**config.mk**
```make
export PLATFORM = sky130hd
export DESIGN_NAME = exp_acc_sequencer
export DESIGN_NICKNAME = d
export VERILOG_FILES = /design/src/rtl/exp_acc_sequencer.sv
export SDC_FILE = /design/constraint.sdc
export NUM_CORES = 1
export LEC_CHECK = 0
export CORE_MARGIN = 1.5
export CORE_UTILIZATION = 33
export CTS_BUF_LIST = sky130_fd_sc_hd__clkbuf_8
export CTS_CLUSTER_SIZE = 10
export DETAILED_ROUTE_END_ITERATION = 6
export PLACE_DENSITY = 0.64
export SYNTH_ARGS = -nofsm -noshare
export SYNTH_HDL_FRONTEND = slang
export SYNTH_SLANG_ARGS = --single-unit
```
**constraint.sdc**
```tcl
create_clock -name clk -period 6.2 [get_ports clk]
set_clock_uncertainty 0.2 [all_clocks]
set_input_delay 1.24 -clock clk [delete_from_list [all_inputs] [get_ports clk]]
set_output_delay 1.24 -clock clk [all_outputs]
set_load 0.02 [all_outputs]
```
**src/rtl/exp_acc_sequencer.sv**
```systemverilog
// Batch controller for the exponential accelerator: launches a batch of ExpAcc runs,
// then drains the result FIFO and holds each result on res_q for the display path.
module exp_acc_sequencer #(
  parameter int DATA_W      = 18,
  parameter int BATCH_MAX   = 7,
  parameter int FULL_LVL    = 7,
  parameter int HOLD_CYCLES = 50000000,
  parameter int TIMEOUT     = 1024
) (
  input  logic              clk,
  input  logic              rst,
  input  logic              go,
  input  logic              abort,
  input  logic [2:0]        batch_len,
  output logic              acc_start,
  input  logic              acc_done,
  input  logic              acc_ready,
  output logic              acc_read,
  input  logic [DATA_W-1:0] acc_q,
  input  logic [2:0]        acc_usedw,
  output logic [DATA_W-1:0] res_q,
  output logic [2:0]        res_idx,
  output logic              res_valid,
  output logic              busy,
  output logic              batch_done,
  output logic              err
);

  localparam int TW = (TIMEOUT > 1) ? $clog2(TIMEOUT) : 1;
  localparam int HW = (HOLD_CYCLES > 1) ? $clog2(HOLD_CYCLES) : 1;
  localparam logic [TW-1:0] TMAX   = TW'(TIMEOUT - 1);
  localparam logic [HW-1:0] HMAX   = HW'(HOLD_CYCLES - 1);
  localparam logic [2:0]    BMAX_C = 3'(BATCH_MAX);
  localparam logic [2:0]    FULL_C = 3'(FULL_LVL);

  typedef enum logic [2:0] {
    IDLE, LAUNCH, WAIT, DRAIN, CAPT, HOLD, FINISH
  } state_t;

  state_t          state, state_nxt;
  logic [2:0]      len_r, len_in;
  logic [2:0]      issued, drained;
  logic [TW-1:0]   tcnt;
  logic [HW-1:0]   hcnt;
  logic            accept_go, timeout_hit;

  assign len_in = (batch_len > BMAX_C) ? BMAX_C : batch_len;
  assign busy   = (state != IDLE);

  always_ff @(posedge clk or negedge rst) begin
    if (!rst) state <= IDLE;
    else      state <= state_nxt;
  end

  // Abort wins over everything and also masks the start/read strobes of its cycle.
  always_comb begin
    state_nxt   = state;
    acc_start   = 1'b0;
    acc_read    = 1'b0;
    accept_go   = 1'b0;
    timeout_hit = 1'b0;
    if (abort) begin
      state_nxt = IDLE;
    end else begin
      case (state)
        IDLE: begin
          if (go) begin
            accept_go = 1'b1;
            state_nxt = (len_in == 3'd0) ? FINISH : LAUNCH;
          end
        end
        LAUNCH: begin
          if (acc_usedw < FULL_C) begin
            acc_start = 1'b1;
            state_nxt = WAIT;
          end
        end
        WAIT: begin
          if (acc_done) begin
            state_nxt = (issued < len_r) ? LAUNCH : DRAIN;
          end else if (tcnt == TMAX) begin
            timeout_hit = 1'b1;
            state_nxt   = IDLE;
          end
        end
        DRAIN: begin
          if (acc_ready) begin
            acc_read  = 1'b1;
            state_nxt = CAPT;
          end
        end
        CAPT:   state_nxt = HOLD;
        HOLD: begin
          if (hcnt == HMAX) state_nxt = (drained == len_r) ? FINISH : DRAIN;
        end
        FINISH: state_nxt = IDLE;
        default: state_nxt = IDLE;
      endcase
    end
  end

  // Counters and registered outputs; wait/hold counters restart on every state entry.
  always_ff @(posedge clk or negedge rst) begin
    if (!rst) begin
      len_r      <= '0;
      issued     <= '0;
      drained    <= '0;
      tcnt       <= '0;
      hcnt       <= '0;
      res_q      <= '0;
      res_idx    <= '0;
      res_valid  <= 1'b0;
      batch_done <= 1'b0;
      err        <= 1'b0;
    end else begin
      res_valid  <= 1'b0;
      batch_done <= 1'b0;
      if (accept_go) begin
        len_r   <= len_in;
        issued  <= '0;
        drained <= '0;
        err     <= 1'b0;
      end
      if (acc_start)   issued <= issued + 3'd1;
      if (timeout_hit) err    <= 1'b1;
      tcnt <= (state == WAIT && state_nxt == WAIT) ? tcnt + 1'b1 : '0;
      hcnt <= (state == HOLD && state_nxt == HOLD) ? hcnt + 1'b1 : '0;
      if (state == CAPT && !abort) begin
        res_q     <= acc_q;
        res_idx   <= drained;
        res_valid <= 1'b1;
        drained   <= drained + 3'd1;
      end
      if (state == FINISH && !abort) batch_done <= 1'b1;
    end
  end

endmodule

```
==> results.env, run 1 <==
START_KIND='input pin'
CHAIN_OF_CELLS_FORMING_THE_CRITICAL_PATH='clkdlybuf4s50_1 > nor2_1 > nand3_1 > inv_1 > clkdlybuf4s50_1'
FINALWORSTPATHREQUIREDPERIOD_PS=4470
NUM_ANTENNA_CELLS=0
CELLPOWERDENSITY_nW_PER_UM2=324
SLEW_VIOLATIONS=0
FIRST_GLOBAL_VIAS=2616
DR.FIRST_ITER.DRC_COUNT=107
FLOORPLAN.DIE.WIDTH_UM=105
VIAS_PER_CELL=4.85
DRTPASS1ITERATIONS=4
SYNTH-EDFF-COUNT=0
WORST_SKEW_PAIR_LATENCY_PS=340
GRTUSAGETOTAL_PCT=13.6
CRITICAL_PATH.N_BUFFERS_INVERTERS=3
CRIT_PATH_MAX_INCR_DELAY_PS=620
SYNTH.MOST_COMMON_CELL='sky130_fd_sc_hd__dfrtp_1'
POST_CTS_BUFFERS=0
GRT_ANTENNA_BEFORE_REPAIR=0
PATH_COMMON_CELL='sky130_fd_sc_hd__clkdlybuf4s50_1'
DETAILROUTE.VIA_COUNT=2534
SYNTH-SEQ-AREA-SHARE_PCT=52.3
TRITONCTS='done'
GRT_MAX_DEGREE=73
SETUP_VIOL=0
SYNTH_AREA_LEADER_CELL='sky130_fd_sc_hd__dfrtp_1'
IR_DROP_uV=160
GRT_FIRST_PASS_WIRELENGTH_MM=12.2
ASYNC_FLOP_SHARE_PCT=100
SYNTHTOLAYOUTAREAGROWTH_PCT=24.8
SYNTH_CELL_TYPE_COUNT=48
FLOORPLAN.INITIALDENSITY_PCT=33.7
LAYOUT-DRIVE-GT1-SHARE_PCT=12.7
CLOCK_TREE.BUFFER_DEPTH=2
WL_PER_CELL_UM=12.9
POST_CTS_HOLD_BUFFER_COUNT=0
WORST-SLEW-PIN-TRANSITION_PS=1130
POST_ROUTE_CORE_UTILIZATION_PCT=42.0
IO_BUFFERS=56
CTS-ROOT-BUF='sky130_fd_sc_hd__clkbuf_8'
MAX_CAP_VIOLATIONS=0
CTS.REPAIR.RESIZED=0
COREAREA_UM2=10200
CRITICAL_PATH_CLASS='input pin to output port'
DESIGN.DIE.AREA_UM2=11100
TRITONCTS.NUM_BUFFERS=9
AVGSYNTHCELLAREA_UM2=10.7
DPL.HPWL_MM=4.73
SYNTH_COMMON_CELLS='72 x sky130_fd_sc_hd__dfrtp_1, 51 x sky130_fd_sc_hd__nor2_1, 25 x sky130_fd_sc_hd__mux2_2'
SYNTHESIS.INSTANCES=323
IO-PIN-COUNT=57
CP_DATA_ARRIVAL_TIME_PS=3030
CTS_HTREE_LEVELS=3
MIN_PERIOD_OVER_PERIOD_PCT=72.1
NUM-NETS-FINAL=418
DIE_H_UM=105
FINAL_HOLD_VIOL_COUNT=0
TIMING.CRITICAL_PATH.FANOUT_MAX=7
SYNTH_TOP_AREA_SHARE_PCT=52.3
MAX-SLEW-MARGIN-REL_PCT=24.1
YS.FLOP_TYPE='sky130_fd_sc_hd__dfrtp_1'
OUTCOME='complete, no violations'
YOSYS_REGISTER_BITS=72
P_LEAK_uW=0.00177
FINAL.SETUP.WORST_SLACK_PS=1730
PLACE_WS_PS=1750
YS_WARN_COUNT=0
FINAL_ANTENNA_NET_COUNT=0
CLK_PIN_SLEW_WORST_PATHS_PS=70
FIN_SETUP_TNS_PS=0
WORST-ENDPOINT-REQUIRED_PS=4760
REMAINING_GLOBAL_ROUTE_OVERFLOW=0
YOSYS-TOP-CELLS-AREA='sky130_fd_sc_hd__dfrtp_1 52%, sky130_fd_sc_hd__mux2_2 8.2%, sky130_fd_sc_hd__xor2_1 5.6%'
CP_TOP_FAMILY='buffers and inverters'
ROWS=37
SYNTH.NET_COUNT=359
ROUTED_WIRELENGTH_MM=6.74
PLACE_CONGESTION=0.792
RSZ0062_AT_GRT='false'
TIMING.HOLD.WORST.CLASS='flip-flop to flip-flop'
CRIT_PATH_CAPTURE_TYPE='output port'
CTS.SINKS=72
CRITPATHSLOWESTCELL='sky130_fd_sc_hd__clkdlybuf4s50_1'
DETAIL_ROUTE.DRC_VIOLATIONS=0
MAX_FREQ_MHz=224
CELL_AREA_AFTER_SYNTHESIS_UM2=3440
==> logic make-up (layout without fill, tap and decap cells) <==
| group | Yosys count | after routing | share of synthesized area [%] |
|---|---|---|---|
| buffers and inverters | 19 | 82 | 3.02 |
| muxes | 25 | 25 | 8.18 |
| adders and majority gates | 6 | 6 | 2.18 |
| DFF | 72 | 72 | 52.3 |
| and+or+nand+nor | 138 | 138 | 20.8 |
| AOI/OAI and AO/OA | 32 | 32 | 5.63 |
| xor gates and xnor gates | 31 | 31 | 7.89 |
==> flip-flops by register name, indices dropped and copies added (netlist names) <==
signal and cells:
batch_done 1, drained 3, err 1, hcnt 26, issued 3, len_r 3
res_idx 3, res_q 18, res_valid 1, state 3, tcnt 10
==> through the flow <==
step           hold slack [ps]  cell area [um^2]  total power [uW]  std cells
5_1_grt                    315              4300              1470        522
6_report                   293              4300              1390        522
3_3_place_gp               278              4110              1040        507
4_1_cts                    292              4300              1410        522
2_1_floorplan              254              3440               847        323
3_5_place_dp               283              4110              1050        507
==> placed cells by master (no fill, tap or decap), types with 3 or more instances in the layout <==
cell type and count:
sky130_fd_sc_hd__nor4_1 3, sky130_fd_sc_hd__xor2_1 22, sky130_fd_sc_hd__clkbuf_8 10, sky130_fd_sc_hd__nand4_1 11, sky130_fd_sc_hd__clkdlybuf4s50_1 55, sky130_fd_sc_hd__nor3_1 8
sky130_fd_sc_hd__clkinv_2 3, sky130_fd_sc_hd__nand2b_1 3, sky130_fd_sc_hd__nor2b_1 4, sky130_fd_sc_hd__mux2_2 25, sky130_fd_sc_hd__nor2_1 51, sky130_fd_sc_hd__a21oi_1 8
sky130_fd_sc_hd__nand3_1 15, sky130_fd_sc_hd__nand2_1 23, sky130_fd_sc_hd__inv_1 11, sky130_fd_sc_hd__xnor2_1 9, sky130_fd_sc_hd__dfrtp_1 72, sky130_fd_sc_hd__or3_1 5
sky130_fd_sc_hd__ha_1 6, sky130_fd_sc_hd__o21ai_0 11
==> routing by layer <==
layer	wire length, um	track usage (%)	part of all wire, %
met2	3230	22.2	48
met5	0	0	0
met1	3120	17.1	46
met4	104	4.50	1.5
met3	290	4.24	4.3
==> layout make-up <==
| type | count | area, um^2 |
|---|---|---|
| Tap cell | 136 | 170 |
| Clock inverter | 5 | 48.8 |
| Timing Repair Buffer | 57 | 563 |
| Fill cell | 991 | 5930 |
| Inverter | 10 | 37.5 |
| Multi-Input combinational cell | 232 | 1540 |
| Clock buffer | 10 | 138 |
| Sequential cell | 72 | 1800 |
==> worst paths after layout <==
kind                       depth (start not counted)         end  slack, ps  startpoint
setup / recovery                                   5   acc_start       1730       abort
hold reg to reg                                    1     tcnt[0]        290     tcnt[0]
min in group asynchronous                          2   issued[1]        900         rst
max in group asynchronous                          2    hcnt[18]       4310         rst
setup reg to reg                                   4  drained[0]       3770    state[0]
hold / removal                                     1     tcnt[0]        290     tcnt[0]
==> where the power goes <==
| part | switching (uW) | internal [uW] | total, uW | leakage [uW] |
|---|---|---|---|---|
| clock | 168 | 191 | 359 | 0.000103 |
| sequential | 61.3 | 555 | 616 | 0.000961 |
| combinational | 195 | 224 | 419 | 0.000701 |
Note: power is estimated with default switching activity, not from simulation.
==> inputs of run 2 (changes only) <==
--- a/config.mk
+++ b/config.mk
@@ -10,7 +10,7 @@
 export CTS_BUF_LIST = sky130_fd_sc_hd__clkbuf_8
 export CTS_CLUSTER_SIZE = 10
 export DETAILED_ROUTE_END_ITERATION = 6
-export PLACE_DENSITY = 0.64
+export PLACE_DENSITY = 0.66
 export SYNTH_ARGS = -nofsm -noshare
 export SYNTH_HDL_FRONTEND = slang
 export SYNTH_SLANG_ARGS = --single-unit
==> constraint.sdc (replaced) <==
create_clock -name clk -period 4.1 [get_ports clk]
set_clock_uncertainty 0.2 [all_clocks]
set_input_delay 0.82 -clock clk [delete_from_list [all_inputs] [get_ports clk]]
set_output_delay 0.82 -clock clk [all_outputs]
set_load 0.02 [all_outputs]
==> run 2 against run 1 <==
- clock power is 59% higher
- combinational power is 52% higher
- wire length hardly changed
- worst hold slack worse by 1.6 ps
- power is 54% higher
- sequential share of layout area is 0.39 points lower
- flip-flop and latch count stayed put
- die area stayed put
- largest power group unchanged
- worst setup slack worse by 1300 ps
==> results.env, run 2 (synthesized netlist as in run 1, its figures left out) <==
COMBINATIONALPOWERSHARE_PCT=29.7
FINAL_HOLD_VIOL_COUNT=0
WORST-ENDPOINT-REQUIRED_PS=3080
POWER.CLOCK.FRACTION_PCT=26.7
DESIGN_AREA_UM2=4340
CRIT_PATH_MAX_INCR_DELAY_PS=620
MIN_FROM='tcnt[0]'
GRT_MAX_DEGREE=35
CRITICAL_PATH.N_BUFFERS_INVERTERS=3
ROWS=37
CTS.REPAIR.RESIZED=0
RR_ENDPOINT='hcnt[25]'
TIMING.HOLD.WORST.CLASS='flip-flop to flip-flop'
REGISTERS.TOP_BY_FF_COUNT='hcnt'
PATH_COMMON_CELL='sky130_fd_sc_hd__clkdlybuf4s50_1'
FINALWORSTPATHREQUIREDPERIOD_PS=3630
MIN_TO='tcnt[0]'
START_KIND='input pin'
DETAILROUTE.VIA_COUNT=2520
CLK_PIN_SLEW_WORST_PATHS_PS=70
DR.FIRST_ITER.DRC_COUNT=69
REGTOREGSTARTPOINT='hcnt[11]'
POWER.SWITCHING_uW=665
VIAS_PER_CELL=4.79
DPL.HPWL_MM=4.78
GRT_ANTENNA_BEFORE_REPAIR=0
GRT_FIRST_PASS_WIRELENGTH_MM=11.7
SEQ_POWER_SHARE_PCT=43.7
POST_DP_CELL_AREA_UM2=4130
CHAIN_OF_CELLS_FORMING_THE_CRITICAL_PATH='clkdlybuf4s50_1 > nor2_1 > nand3_1 > inv_1 > clkdlybuf4s50_1'
CRITICAL_PATH_CLASS='input pin to output port'
FIN_TOTAL_PWR_uW=2140
MAX_CAP_VIOLATIONS=0
ROUTED_WIRELENGTH_MM=6.75
CTS-ROOT-BUF='sky130_fd_sc_hd__clkbuf_8'
IO-PIN-COUNT=57
REMAINING_GLOBAL_ROUTE_OVERFLOW=0
COREAREA_UM2=10200
SLEW_VIOLATIONS=0
CTS.SINKS=72
PLACE_CONGESTION=0.780
TIMING.CRITICAL_PATH.FANOUT_MAX=7
FINAL_COMMON_CELL='sky130_fd_sc_hd__dfrtp_1'
CRITPATHSLOWESTCELL='sky130_fd_sc_hd__clkdlybuf4s50_1'
MAX_FREQ_MHz=276
HOLD_SLACK_PS=292
FIN_SETUP_TNS_PS=0
MIN_PERIOD_OVER_PERIOD_PCT=88.4
CELLPOWERDENSITY_nW_PER_UM2=494
RSZ0062_AT_GRT='false'
GRTUSAGETOTAL_PCT=12.9
DETAIL_ROUTE.DRC_VIOLATIONS=0
IR_DROP_uV=236
N_FILL_CELL=971
LARGEST_REGISTER_FF_COUNT=26
FINAL_ANTENNA_NET_COUNT=0
FIRST_GLOBAL_VIAS=2499
OUTCOME='complete, no violations'
POST_CTS_BUFFERS=0
MAX-SLEW-MARGIN-REL_PCT=50.5
WORST-R2R-SETUP-SLACK_PS=1810
CP_DATA_ARRIVAL_TIME_PS=2610
DP_CELLS=510
REG2REGPATHDEPTH=5
SWITCHING_PART_OF_THE_TOTAL_PCT=31.1
NON_FILLER_INSTANCE_COUNT_AFTER_LAYOUT=526
NUM-NETS-FINAL=421
CRIT_PATH_CAPTURE_TYPE='output port'
LARGEST_REGISTERS='hcnt x26, res_q x18, tcnt x10'
HOLD-PATH-CELL-COUNT=1
CP_TOP_FAMILY='buffers and inverters'
FF_LATCH_AREA_UM2=1800
COMMONEST_CELLS_AFTER_ROUTING_FILL_AND_TAPS_ASIDE='72 x sky130_fd_sc_hd__dfrtp_1, 55 x sky130_fd_sc_hd__clkdlybuf4s50_1, 51 x sky130_fd_sc_hd__nor2_1'
INTERNAL_CELL_POWER_uW=1480
POST_CTS_HOLD_BUFFER_COUNT=0
SYNTHTOLAYOUTAREAGROWTH_PCT=25.9
TRITONCTS.NUM_BUFFERS=9
FLOORPLAN.INITIALDENSITY_PCT=33.7
CTS_HTREE_LEVELS=3
DIE_H_UM=105
P_LEAK_uW=0.00177
DRTPASS1ITERATIONS=4
DESIGN.DIE.AREA_UM2=11100
SETUP_VIOL=0
WORST-SLEW-PIN-TRANSITION_PS=743
WORST_SKEW_PAIR_LATENCY_PS=340
CLOCK_TREE.BUFFER_DEPTH=2
FLOORPLAN.DIE.WIDTH_UM=105
TRITONCTS='done'
NUM_ANTENNA_CELLS=0
LAYOUT-DRIVE-GT1-SHARE_PCT=13.8
IO_BUFFERS=56
AREA_OCCUPIED_BY_MULTI_INPUT_GATES_UM2=1540
WL_PER_CELL_UM=12.8
run 2: changes by cell type in the layout (fill, tap and decap cells not counted), sizes merged:
cell	change
buf	+3
clkinv	-2
clkinvlp	+3
run 2: how the worst max path moves through the flow:
stage | cells past startpoint | to | startpoint | slack (ps)
final | 5 | acc_start | abort | 470
after global routing | 5 | acc_start | abort | 380
after floorplan | 4 | acc_start | abort | 1580
after detailed placement | 5 | acc_start | abort | 490
after CTS | 5 | acc_start | abort | 490
after global placement | 5 | acc_start | abort | 560
run 2: area by class of cell:
type | instances | share of cell area (%)
multi-input cells | 232 | 35.5
repair buffers | 60 | 13.5
clock inverters | 6 | 1.53
clock buffers | 10 | 3.17
inverters | 10 | 0.866
well taps | 136 | 3.92
flip-flops and latches | 72 | 41.5
run 2: worst register-to-register path: cells and delay by family, from the launching register on:
family / cells / cell delay [ps]
simple gates: 5 / 1520
flops: 1 / 440
run 2: metal layers:
layer	up-vias	GRT usage, %	part of all wire [%]
met4	0	3.23	0.49
met2	47	21.5	49
li1	1240	-	-
met3	6	3.99	3.4
met5	-	0	0
met1	1227	16.2	47
run 2: stage by stage:
stage	worst slack [ps]	utilization, %
after detailed placement	493	40.4
final	474	42.4
after global placement	563	40.4
after floorplan	1580	-
after global routing	376	42.4
after CTS	489	42.4
run 2: power groups by stage:
stage / logic [uW] / registers [uW] / clock network (uW)
after global placement: 630 / 943 / 0
final: 635 / 935 / 571
after global routing: 684 / 954 / 619
after floorplan: 238 / 1040 / 0
after CTS: 643 / 936 / 594
after detailed placement: 639 / 948 / 0
==> inputs of run 3 (changes only) <==
--- a/config.mk
+++ b/config.mk
@@ -7,7 +7,7 @@
 export LEC_CHECK = 0
 export CORE_MARGIN = 1.5
 export CORE_UTILIZATION = 33
-export CTS_BUF_LIST = sky130_fd_sc_hd__clkbuf_8
+export CTS_BUF_LIST = sky130_fd_sc_hd__clkbuf_16
 export CTS_CLUSTER_SIZE = 10
 export DETAILED_ROUTE_END_ITERATION = 6
 export PLACE_DENSITY = 0.66
==> run 3 against run 2 <==
- flip-flop and latch count did not move
- wire length barely moved
- via count rose by 0.28%
- cell count did not move
- largest power group unchanged
- core utilization rose by 0.89 points
- clock power rose by 35%
- die area did not move
- first-iteration DRC count rose by 20%
- cell area rose by 2.1%
==> results.env, run 3 (synthesized netlist as in run 1, its figures left out) <==
REMAINING_GLOBAL_ROUTE_OVERFLOW=0
DIE_H_UM=105
SLEW_VIOLATIONS=0
DR.FIRST_ITER.DRC_COUNT=83
WL_PER_CELL_UM=12.8
WORST-SLEW-PIN-TRANSITION_PS=746
MAX-SLEW-MARGIN-REL_PCT=50.3
LARGEST_REGISTER_FF_COUNT=26
FINAL_HOLD_VIOL_COUNT=0
TRITONCTS='done'
CRITPATHSLOWESTCELL='sky130_fd_sc_hd__clkdlybuf4s50_1'
DETAIL_ROUTE.DRC_VIOLATIONS=0
CRITICAL_PATH_CLASS='input pin to output port'
P_LEAK_uW=0.00181
VIAS_PER_CELL=4.80
CELLPOWERDENSITY_nW_PER_UM2=529
START_KIND='input pin'
WORST-R2R-SETUP-SLACK_PS=1800
ROUTED_WIRELENGTH_MM=6.75
DESIGN_AREA_UM2=4430
ROWS=37
WORST_SKEW_PAIR_LATENCY_PS=330
GRT_ANTENNA_BEFORE_REPAIR=0
FLOORPLAN.DIE.WIDTH_UM=105
CTS_HTREE_LEVELS=3
TRITONCTS.NUM_BUFFERS=9
CLK_PIN_SLEW_WORST_PATHS_PS=60
SYNTHTOLAYOUTAREAGROWTH_PCT=28.6
CRIT_PATH_CAPTURE_TYPE='output port'
DRTPASS1ITERATIONS=4
CP_TOP_FAMILY='buffers and inverters'
CTS.SINKS=72
NUM-NETS-FINAL=421
TIMING.HOLD.WORST.CLASS='flip-flop to flip-flop'
CTS.REPAIR.RESIZED=0
NON_FILLER_INSTANCE_COUNT_AFTER_LAYOUT=526
PATH_COMMON_CELL='sky130_fd_sc_hd__clkdlybuf4s50_1'
IO_BUFFERS=56
SETUP_VIOL=0
MAX_CAP_VIOLATIONS=0
FINAL_ANTENNA_NET_COUNT=0
OUTCOME='complete, no violations'
COMMONEST_CELLS_AFTER_ROUTING_FILL_AND_TAPS_ASIDE='72 x sky130_fd_sc_hd__dfrtp_1, 55 x sky130_fd_sc_hd__clkdlybuf4s50_1, 51 x sky130_fd_sc_hd__nor2_1'
COREAREA_UM2=10200
CRIT_PATH_MAX_INCR_DELAY_PS=620
MAX_FREQ_MHz=276
CLOCK_TREE.BUFFER_DEPTH=2
LAYOUT-DRIVE-GT1-SHARE_PCT=13.6
CTS-ROOT-BUF='sky130_fd_sc_hd__clkbuf_16'
GRT_MAX_DEGREE=35
POST_CTS_HOLD_BUFFER_COUNT=0
IO-PIN-COUNT=57
CRITICAL_PATH.N_BUFFERS_INVERTERS=3
DPL.HPWL_MM=4.78
FIN_SETUP_TNS_PS=0
GRT_FIRST_PASS_WIRELENGTH_MM=11.7
FLOORPLAN.INITIALDENSITY_PCT=33.7
DETAILROUTE.VIA_COUNT=2527
POST_CTS_BUFFERS=0
FINAL_COMMON_CELL='sky130_fd_sc_hd__dfrtp_1'
NUM_ANTENNA_CELLS=0
DP_CELLS=510
RSZ0062_AT_GRT='false'
DESIGN.DIE.AREA_UM2=11100
FINALWORSTPATHREQUIREDPERIOD_PS=3620
PLACE_CONGESTION=0.780
MIN_PERIOD_OVER_PERIOD_PCT=88.4
WORST-ENDPOINT-REQUIRED_PS=3080
FIRST_GLOBAL_VIAS=2484
LARGEST_REGISTERS='hcnt x26, res_q x18, tcnt x10'
CHAIN_OF_CELLS_FORMING_THE_CRITICAL_PATH='clkdlybuf4s50_1 > nor2_1 > nand3_1 > inv_1 > clkdlybuf4s50_1'
CP_DATA_ARRIVAL_TIME_PS=2600
POST_DP_CELL_AREA_UM2=4130
REGISTERS.TOP_BY_FF_COUNT='hcnt'
GRTUSAGETOTAL_PCT=13.1
TIMING.CRITICAL_PATH.FANOUT_MAX=7
IR_DROP_uV=234
==> run 3: changes by cell type in the layout (fill, tap and decap cells not counted), sizes merged <==
| cell | delta |
|---|---|
| clkbuf | -1 |
| clkinv | +1 |
==> run 3: final timing paths <==
kind                          start         to  depth (start not counted)
max                           abort  acc_start                          5
min                         tcnt[0]    tcnt[0]                          1
max reg2reg                hcnt[11]   hcnt[25]                          5
min reg2reg                 tcnt[0]    tcnt[0]                          1
max in group asynchronous       rst   res_q[9]                          2
min in group asynchronous       rst        err                          1
==> run 3: per-stage QoR <==
step	total power, uW	setup WS (ps)	hold slack [ps]	utilization [%]
after floorplan	1280	1580	254	-
after global placement	1570	563	274	40.4
after detailed placement	1590	493	283	40.4
after CTS	2370	489	290	43.3
after global routing	2460	376	315	43.3
final	2340	477	289	43.3
==> run 3: power by group <==
| group | internal (uW) | switching, uW |
|---|---|---|
| sequential | 840 | 97.1 |
| combinational | 339 | 295 |
| clock | 470 | 302 |
==> run 3: layout make-up <==
cell class	instances	area, um^2
fillers	958	5800
flip-flops and latches	72	1800
multi-input cells	232	1540
repair buffers	60	586
clock buffers	9	225
well taps	136	170
clock inverters	7	70.1
inverters	10	37.5
==> run 3: metal layers <==
| layer | GRT usage, % | vias to the layer above | part of all wire, % |
|---|---|---|---|
| met5 | 0 | - | 0 |
| met4 | 3.82 | 0 | 0.62 |
| met3 | 3.99 | 6 | 3.5 |
| met2 | 21.3 | 42 | 48 |
| met1 | 16.6 | 1234 | 48 |
| li1 | - | 1245 | - |
